`src/rtl/mult32_pkg.sv`:
```
// Shared types and constants for the sequential 32x32 multiplier controller.
// Content: FSM state enum, datapath widths, and a helper that checks whether
// the multiplier bytes above a row are all zero. Only the early-exit build
// calls that helper.
package mult32_pkg;

  localparam int unsigned MULT_BYTE_W = 8;
  localparam int unsigned MULT_ROWS   = 4;
  localparam int unsigned MULT_ROW_W  = 40;
  localparam int unsigned MULT_PROD_W = 64;

  typedef enum logic [1:0] {
    StIdle,
    StRun,
    StDone
  } mult_state_t;

  // True when every multiplier byte above row k is zero. Row 3 has no
  // bytes above it, so it always reports true.
  function automatic logic upper_bytes_zero(input logic [31:0] b, input logic [1:0] k);
    unique case (k)
      2'd0:    return b[31:8] == 24'd0;
      2'd1:    return b[31:16] == 16'd0;
      2'd2:    return b[31:24] == 8'd0;
      default: return 1'b1;
    endcase
  endfunction

endpackage

```
`src/rtl/mult32_seq_acc_if.sv`:
```
// Handshake and combiner bundle for mult32_seq_acc.
// Operand side:  in_valid, in_ready, a_in, b_in.
// Combiner side: pp_a..pp_d out to the row combiner, row_sum back from it.
// Result side:   out_valid, out_ready, product.
// Modport slave is the multiplier's view. Modport master is the
// environment's view, which includes the combiner.
interface mult32_seq_acc_if;

  logic                                in_valid;
  logic                                in_ready;
  logic [31:0]                         a_in;
  logic [31:0]                         b_in;
  logic [15:0]                         pp_a;
  logic [15:0]                         pp_b;
  logic [15:0]                         pp_c;
  logic [15:0]                         pp_d;
  logic [mult32_pkg::MULT_ROW_W-1:0]   row_sum;
  logic                                out_valid;
  logic                                out_ready;
  logic [mult32_pkg::MULT_PROD_W-1:0]  product;

  modport slave (
    input  in_valid, a_in, b_in, row_sum, out_ready,
    output in_ready, pp_a, pp_b, pp_c, pp_d, out_valid, product
  );

  modport master (
    output in_valid, a_in, b_in, row_sum, out_ready,
    input  in_ready, pp_a, pp_b, pp_c, pp_d, out_valid, product
  );

endinterface

```
`src/rtl/pp_gen8x32.sv`:
```
// Combinational partial-product generator.
// Multiplies each byte of the 32-bit multiplicand by one multiplier byte.
// Ports:
//   a_i    - multiplicand (32b)
//   bk_i   - current multiplier byte (8b)
//   pp_a_o - a_i[7:0]   * bk_i (16b)
//   pp_b_o - a_i[15:8]  * bk_i (16b)
//   pp_c_o - a_i[23:16] * bk_i (16b)
//   pp_d_o - a_i[31:24] * bk_i (16b)
module pp_gen8x32 (
  input  logic [31:0] a_i,
  input  logic [7:0]  bk_i,
  output logic [15:0] pp_a_o,
  output logic [15:0] pp_b_o,
  output logic [15:0] pp_c_o,
  output logic [15:0] pp_d_o
);

  // Widen both operands so an 8x8 product keeps all 16 bits.
  always_comb begin
    pp_a_o = 16'(a_i[7:0])   * 16'(bk_i);
    pp_b_o = 16'(a_i[15:8])  * 16'(bk_i);
    pp_c_o = 16'(a_i[23:16]) * 16'(bk_i);
    pp_d_o = 16'(a_i[31:24]) * 16'(bk_i);
  end

endmodule

```
`src/rtl/mult32_seq_acc.sv`:
```
// Sequential 32x32 unsigned multiplier controller.
// Each cycle it feeds four 8x8 lane products for one multiplier byte to an
// external row combiner. It then adds the combiner's 40-bit row sum, shifted
// by 8*k, into a 64-bit accumulator.
// Ports:
//   clk   - rising-edge clock
//   rst_n - asynchronous active-low reset
//   bus   - mult32_seq_acc_if.slave (operand/result handshakes, pp_*, row_sum)
// Optional feature: defining MULT32_EARLY_EXIT_EN ends RUN once every
// multiplier byte that remains is zero. The product value does not change.
module mult32_seq_acc
  import mult32_pkg::*;
(
  input  logic               clk,
  input  logic               rst_n,
  mult32_seq_acc_if.slave    bus
);

  mult_state_t             state_q, state_d;
  logic [31:0]             a_q, a_d;
  logic [31:0]             b_q, b_d;
  logic [MULT_PROD_W-1:0]  acc_q, acc_d;
  logic [1:0]              k_q, k_d;

  logic [7:0]  bk;
  logic [15:0] lane_a, lane_b, lane_c, lane_d;
  logic        last_row;

  assign bk = b_q[{k_q, 3'b000} +: MULT_BYTE_W];

  pp_gen8x32 u_pp_gen (
    .a_i    (a_q),
    .bk_i   (bk),
    .pp_a_o (lane_a),
    .pp_b_o (lane_b),
    .pp_c_o (lane_c),
    .pp_d_o (lane_d)
  );

`ifdef MULT32_EARLY_EXIT_EN
  assign last_row = (k_q == 2'd3) || upper_bytes_zero(b_q, k_q);
`else
  assign last_row = (k_q == 2'd3);
`endif

  // State register
  always_ff @(posedge clk or negedge rst_n) begin
    if (!rst_n) begin
      state_q <= StIdle;
    end else begin
      state_q <= state_d;
    end
  end

  // Next-state logic
  always_comb begin
    state_d = state_q;
    unique case (state_q)
      StIdle:  if (bus.in_valid) state_d = StRun;
      StRun:   if (last_row) state_d = StDone;
      StDone:  if (bus.out_ready) state_d = StIdle;
      default: state_d = StIdle;
    endcase
  end

  // Datapath next state
  always_comb begin
    a_d   = a_q;
    b_d   = b_q;
    acc_d = acc_q;
    k_d   = k_q;
    if (state_q == StIdle && bus.in_valid) begin
      a_d   = bus.a_in;
      b_d   = bus.b_in;
      acc_d = '0;
      k_d   = '0;
    end else if (state_q == StRun) begin
      // The true product is below 2^64, so this addition never carries out.
      acc_d = acc_q + (MULT_PROD_W'(bus.row_sum) << {k_q, 3'b000});
      k_d   = k_q + 2'd1;
    end
  end

  always_ff @(posedge clk or negedge rst_n) begin
    if (!rst_n) begin
      a_q   <= '0;
      b_q   <= '0;
      acc_q <= '0;
      k_q   <= '0;
    end else begin
      a_q   <= a_d;
      b_q   <= b_d;
      acc_q <= acc_d;
      k_q   <= k_d;
    end
  end

  // Outputs. Every output depends only on registers.
  always_comb begin
    bus.in_ready  = (state_q == StIdle);
    bus.out_valid = (state_q == StDone);
    bus.product   = (state_q == StDone) ? acc_q : '0;
    if (state_q == StRun) begin
      bus.pp_a = lane_a;
      bus.pp_b = lane_b;
      bus.pp_c = lane_c;
      bus.pp_d = lane_d;
    end else begin
      bus.pp_a = '0;
      bus.pp_b = '0;
      bus.pp_c = '0;
      bus.pp_d = '0;
    end
  end

endmodule

```
`src/flat_wrapper.sv`:
```
// flat-port wrapper written by rule: the top's interface ports become plain ports
module mult32_seq_acc_flat import mult32_pkg::*;
  (clk, rst_n, bus_in_valid, bus_a_in, bus_b_in, bus_row_sum, bus_out_ready, bus_in_ready, bus_pp_a, bus_pp_b, bus_pp_c, bus_pp_d, bus_out_valid, bus_product);
  mult32_seq_acc_if bus_i ();
  input  logic clk;
  input  logic rst_n;
  input wire logic [$bits(bus_i.in_valid)-1:0] bus_in_valid;
  input wire logic [$bits(bus_i.a_in)-1:0] bus_a_in;
  input wire logic [$bits(bus_i.b_in)-1:0] bus_b_in;
  input wire logic [$bits(bus_i.row_sum)-1:0] bus_row_sum;
  input wire logic [$bits(bus_i.out_ready)-1:0] bus_out_ready;
  output wire logic [$bits(bus_i.in_ready)-1:0] bus_in_ready;
  output wire logic [$bits(bus_i.pp_a)-1:0] bus_pp_a;
  output wire logic [$bits(bus_i.pp_b)-1:0] bus_pp_b;
  output wire logic [$bits(bus_i.pp_c)-1:0] bus_pp_c;
  output wire logic [$bits(bus_i.pp_d)-1:0] bus_pp_d;
  output wire logic [$bits(bus_i.out_valid)-1:0] bus_out_valid;
  output wire logic [$bits(bus_i.product)-1:0] bus_product;
  assign bus_i.in_valid = bus_in_valid;
  assign bus_i.a_in = bus_a_in;
  assign bus_i.b_in = bus_b_in;
  assign bus_i.row_sum = bus_row_sum;
  assign bus_i.out_ready = bus_out_ready;
  assign bus_in_ready = bus_i.in_ready;
  assign bus_pp_a = bus_i.pp_a;
  assign bus_pp_b = bus_i.pp_b;
  assign bus_pp_c = bus_i.pp_c;
  assign bus_pp_d = bus_i.pp_d;
  assign bus_out_valid = bus_i.out_valid;
  assign bus_product = bus_i.product;
  mult32_seq_acc u_core (.clk(clk), .rst_n(rst_n), .bus(bus_i));
endmodule
```
`config.mk`:
```
export PLATFORM = sky130hd
export DESIGN_NAME = mult32_seq_acc_flat
export DESIGN_NICKNAME = d
export VERILOG_FILES = /design/src/rtl/mult32_pkg.sv /design/src/rtl/mult32_seq_acc_if.sv /design/src/rtl/pp_gen8x32.sv /design/src/rtl/mult32_seq_acc.sv /design/src/flat_wrapper.sv
export SDC_FILE = /design/constraint.sdc
export NUM_CORES = 1
export LEC_CHECK = 0
export BUFFER_PORTS_ARGS = -buffer_cell sky130_fd_sc_hd__buf_4
export CAP_MARGIN = 10
export CORE_MARGIN = 3
export CORE_UTILIZATION = 44
export CTS_CLUSTER_DIAMETER = 120
export DETAILED_ROUTE_END_ITERATION = 7
export PLACE_DENSITY = 0.61
export SLEW_MARGIN = 5
export SYNTH_ARGS = -nofsm -noshare
export SYNTH_HDL_FRONTEND = slang
export SYNTH_HIERARCHICAL = 1
export SYNTH_SLANG_ARGS = --single-unit
```
`constraint.sdc`:
```
create_clock -name clk -period 7.8 [get_ports clk]
set_clock_uncertainty 0.1 [all_clocks]
set_input_delay 1.17 -clock clk [delete_from_list [all_inputs] [get_ports clk]]
set_output_delay 1.17 -clock clk [all_outputs]
set_load 0.02 [all_outputs]
```
==> flow_metrics.tcl <==
set metrics [dict create \
    status "finished clean" \
    via_count 16500 \
    synthMuxAreaShare_pct 7.47 \
    initial_core_util_pct 44.7 \
    die_h_um 215 \
    cts_resized 0 \
    synth_seq_cells 132 \
    place_ws_ps 868 \
    grt_pass1_wl_um 90000 \
    clock_latency_ps 480 \
    drive_above_1_share_pct 15.8 \
    routed_wl_um 56100 \
    relSlewSlack_pct 33.0 \
    reg2regPathDepth 15 \
    synth_ff_type "dfrtp_1" \
    synth_top_family_by_area "adder cells" \
    grt_pass1_vias 16700 \
    hold_slack_ps 406 \
    postRouteAntennaNets 0 \
    hold_end "u_core/b_q[21]" \
    yosys.area_share.adder_pct 28.5 \
    die_area_sq_um 46400 \
    cts_hold_buf 0 \
    required_ps 6530 \
    place_congestion 0.985 \
    worst_setup_path_end_kind "output port" \
    synth_cell_types 74 \
    core-area_sq_um 43200 \
    dpl.hpwl_um 43500 \
    synth_area_leader_cell "dfrtp_1" \
    layout_commonest_cell "and2_1" \
    drc 0 \
    cts.sinks 132 \
    cts_made_buffers 17 \
    reg2reg_to "u_core/acc_q[60]" \
    antenna_found_initial 0 \
    area_delta_synth_final_pct 14.4 \
    hold_violations 0 \
    first_iter_violations 1029 \
    rsz0062_at_grt "false" \
    setup_ws_ps 307 \
    path_max_fanout 32 \
    htree_levels 4 \
    fin_setup_tns_ps 0 \
    synth-compound-area-share_pct 14.7 \
    postSynthCellCount 2259 \
    synthTopCellsByArea "dfrtp_1 (17%), fa_1 (15%), ha_1 (13%), and2_1 (11%), inv_1 (4.5%)" \
    io_buffers 237 \
    startpoint "u_core/k_q[0]" \
    synth-simple-area-share_pct 21.6 \
    crit_type "reg2out" \
    synth_top_area_share_pct 17.1 \
    post_cts_buffers 0 \
    clk_path_buf_depth 2 \
    io_pins 238 \
    worstMarginPinSlew_ps 1000 \
    ys_seq_area_share_pct 17.1 \
    setup_viol 0 \
    syn-cell-area_sq_um 19300 \
    first_pass_iters 5 \
    postLayoutCoreUtil_pct 51.2 \
    clockRootBuffer "clkbuf_16" \
    row_count 76 \
    period_share_pct 96.1 \
    synthArstFlopShare_pct 100 \
    viasPerCell 5.47 \
    syn_avg_cell_area_sq_um 8.55 \
    r2r_start "u_core/k_q[0]" \
    clk_pin_slew_ps 60 \
    synth_edf_count 0 \
    syn_nets 2720 \
    fmax_ghz 0.133 \
    synth-xor-area-share_pct 3.81 \
    fp.dieW_um 215 \
    nets 2881 \
    worstHoldStart "u_core/b_q[21]" \
    r2r_setup_slack_ps 2530 \
    whs_path_depth 1 \
    maxSlewViolCount 0 \
    drv_cap 0 \
    period_needed_ps 7490 \
    cts_tree "yes" \
    hp-class "reg2reg" \
    ys_warn_count 6 \
    arrival_ps 6220 \
    track_usage_pct 24.3 \
    final_cell_mix "and2_1 (350), buf_4 (243), inv_1 (230)" \
    wl_per_cell_um 18.6 \
    grt_max_degree 89 \
    grt_overflow_total 0 \
    startpoint_type "flop" \
]
registers in the layout, indices dropped and copies added, names as in the netlist:
name / flops
u_core/acc_q: 64
u_core/a_q: 32
u_core/b_q: 32
u_core/k_q: 2
u_core/state_q: 2
critical path: stages, from the launching register on:
cell and delay, ps:
dfrtp_4 730, mux4_2 900, and2_1 310, fa_1 500
fa_1 540, fa_1 520, inv_1 50, fa_1 350
inv_1 60, ha_1 300, a21oi_1 110, o21ai_0 430
nor3_1 100, a211oi_1 340, o311a_1 240, and2_1 120
buf_4 130
layer usage:
layer	global-route usage (%)	share of wire, %	up-vias
met4	6.74	1.9	0
met2	40.9	47	503
li1	-	-	7947
met5	0	0	-
met1	32.3	45	8004
met3	4.20	5.8	48
area by class of cell:
class	count	area, sq um
fill	4185	21100
multi-input combinational	1794	14700
sequential	132	3310
timing repair buffer	245	1860
inverter	230	863
tap	585	732
clock buffer	18	439
clock inverter	14	178
antenna	1	2.50
metrics by stage:
stage	area (sq um)	instances
3_5_place_dp	21500	2985
3_3_place_gp	21500	2985
2_1_floorplan	19300	2259
6_report	22100	3019
5_1_grt	22100	3018
4_1_cts	22100	3017
cells in the mapped netlist (all sizes together) (5+ instances only):
cell type and count:
and2 351, xor2 33, xnor2 51, o41ai 5, a221oi 5, a21boi 7
a22o 11, inv 230, a31oi 11, a21o 28, or3 8, buf 19
nor3 29, or2 5, clkbuf 84, nor4 5, ha 208, o21ai 119
fa 145, o211ai 13, nand3 16, mux4 8, nor2b 25, nand4 18
o22ai 23, dfrtp 132, nand2 202, o31ai 6, o21a 14, a21oi 123
mux2i 44, a211oi 22, mux2 73, and3 18, nor2 90, o21bai 19
nand2b 10
how the worst max path moves through the flow:
stage	to	slack, ps
floorplan	bus_pp_a[13]	1140
global placement	bus_pp_b[15]	920
detailed placement	bus_pp_b[15]	870
CTS	bus_pp_b[15]	320
global route	bus_pp_b[14]	40
finish	bus_pp_b[14]	310
logic make-up (layout without fill, tap and decap cells):
group                    Yosys count  after routing
buffers and inverters            333            507
AO/OA/AOI/OAI                    444            444
flip-flops                       132            132
XOR/XNOR                          84             84
AND/OR/NAND/NOR                  788            788
adder cells (fa/ha/maj)          353            353
multiplexers                     125            125
other                              0              1
Power is left out: the tool's default activity adds up to more than one toggle a clock period on the data nets, which glitch-free logic cannot reach.
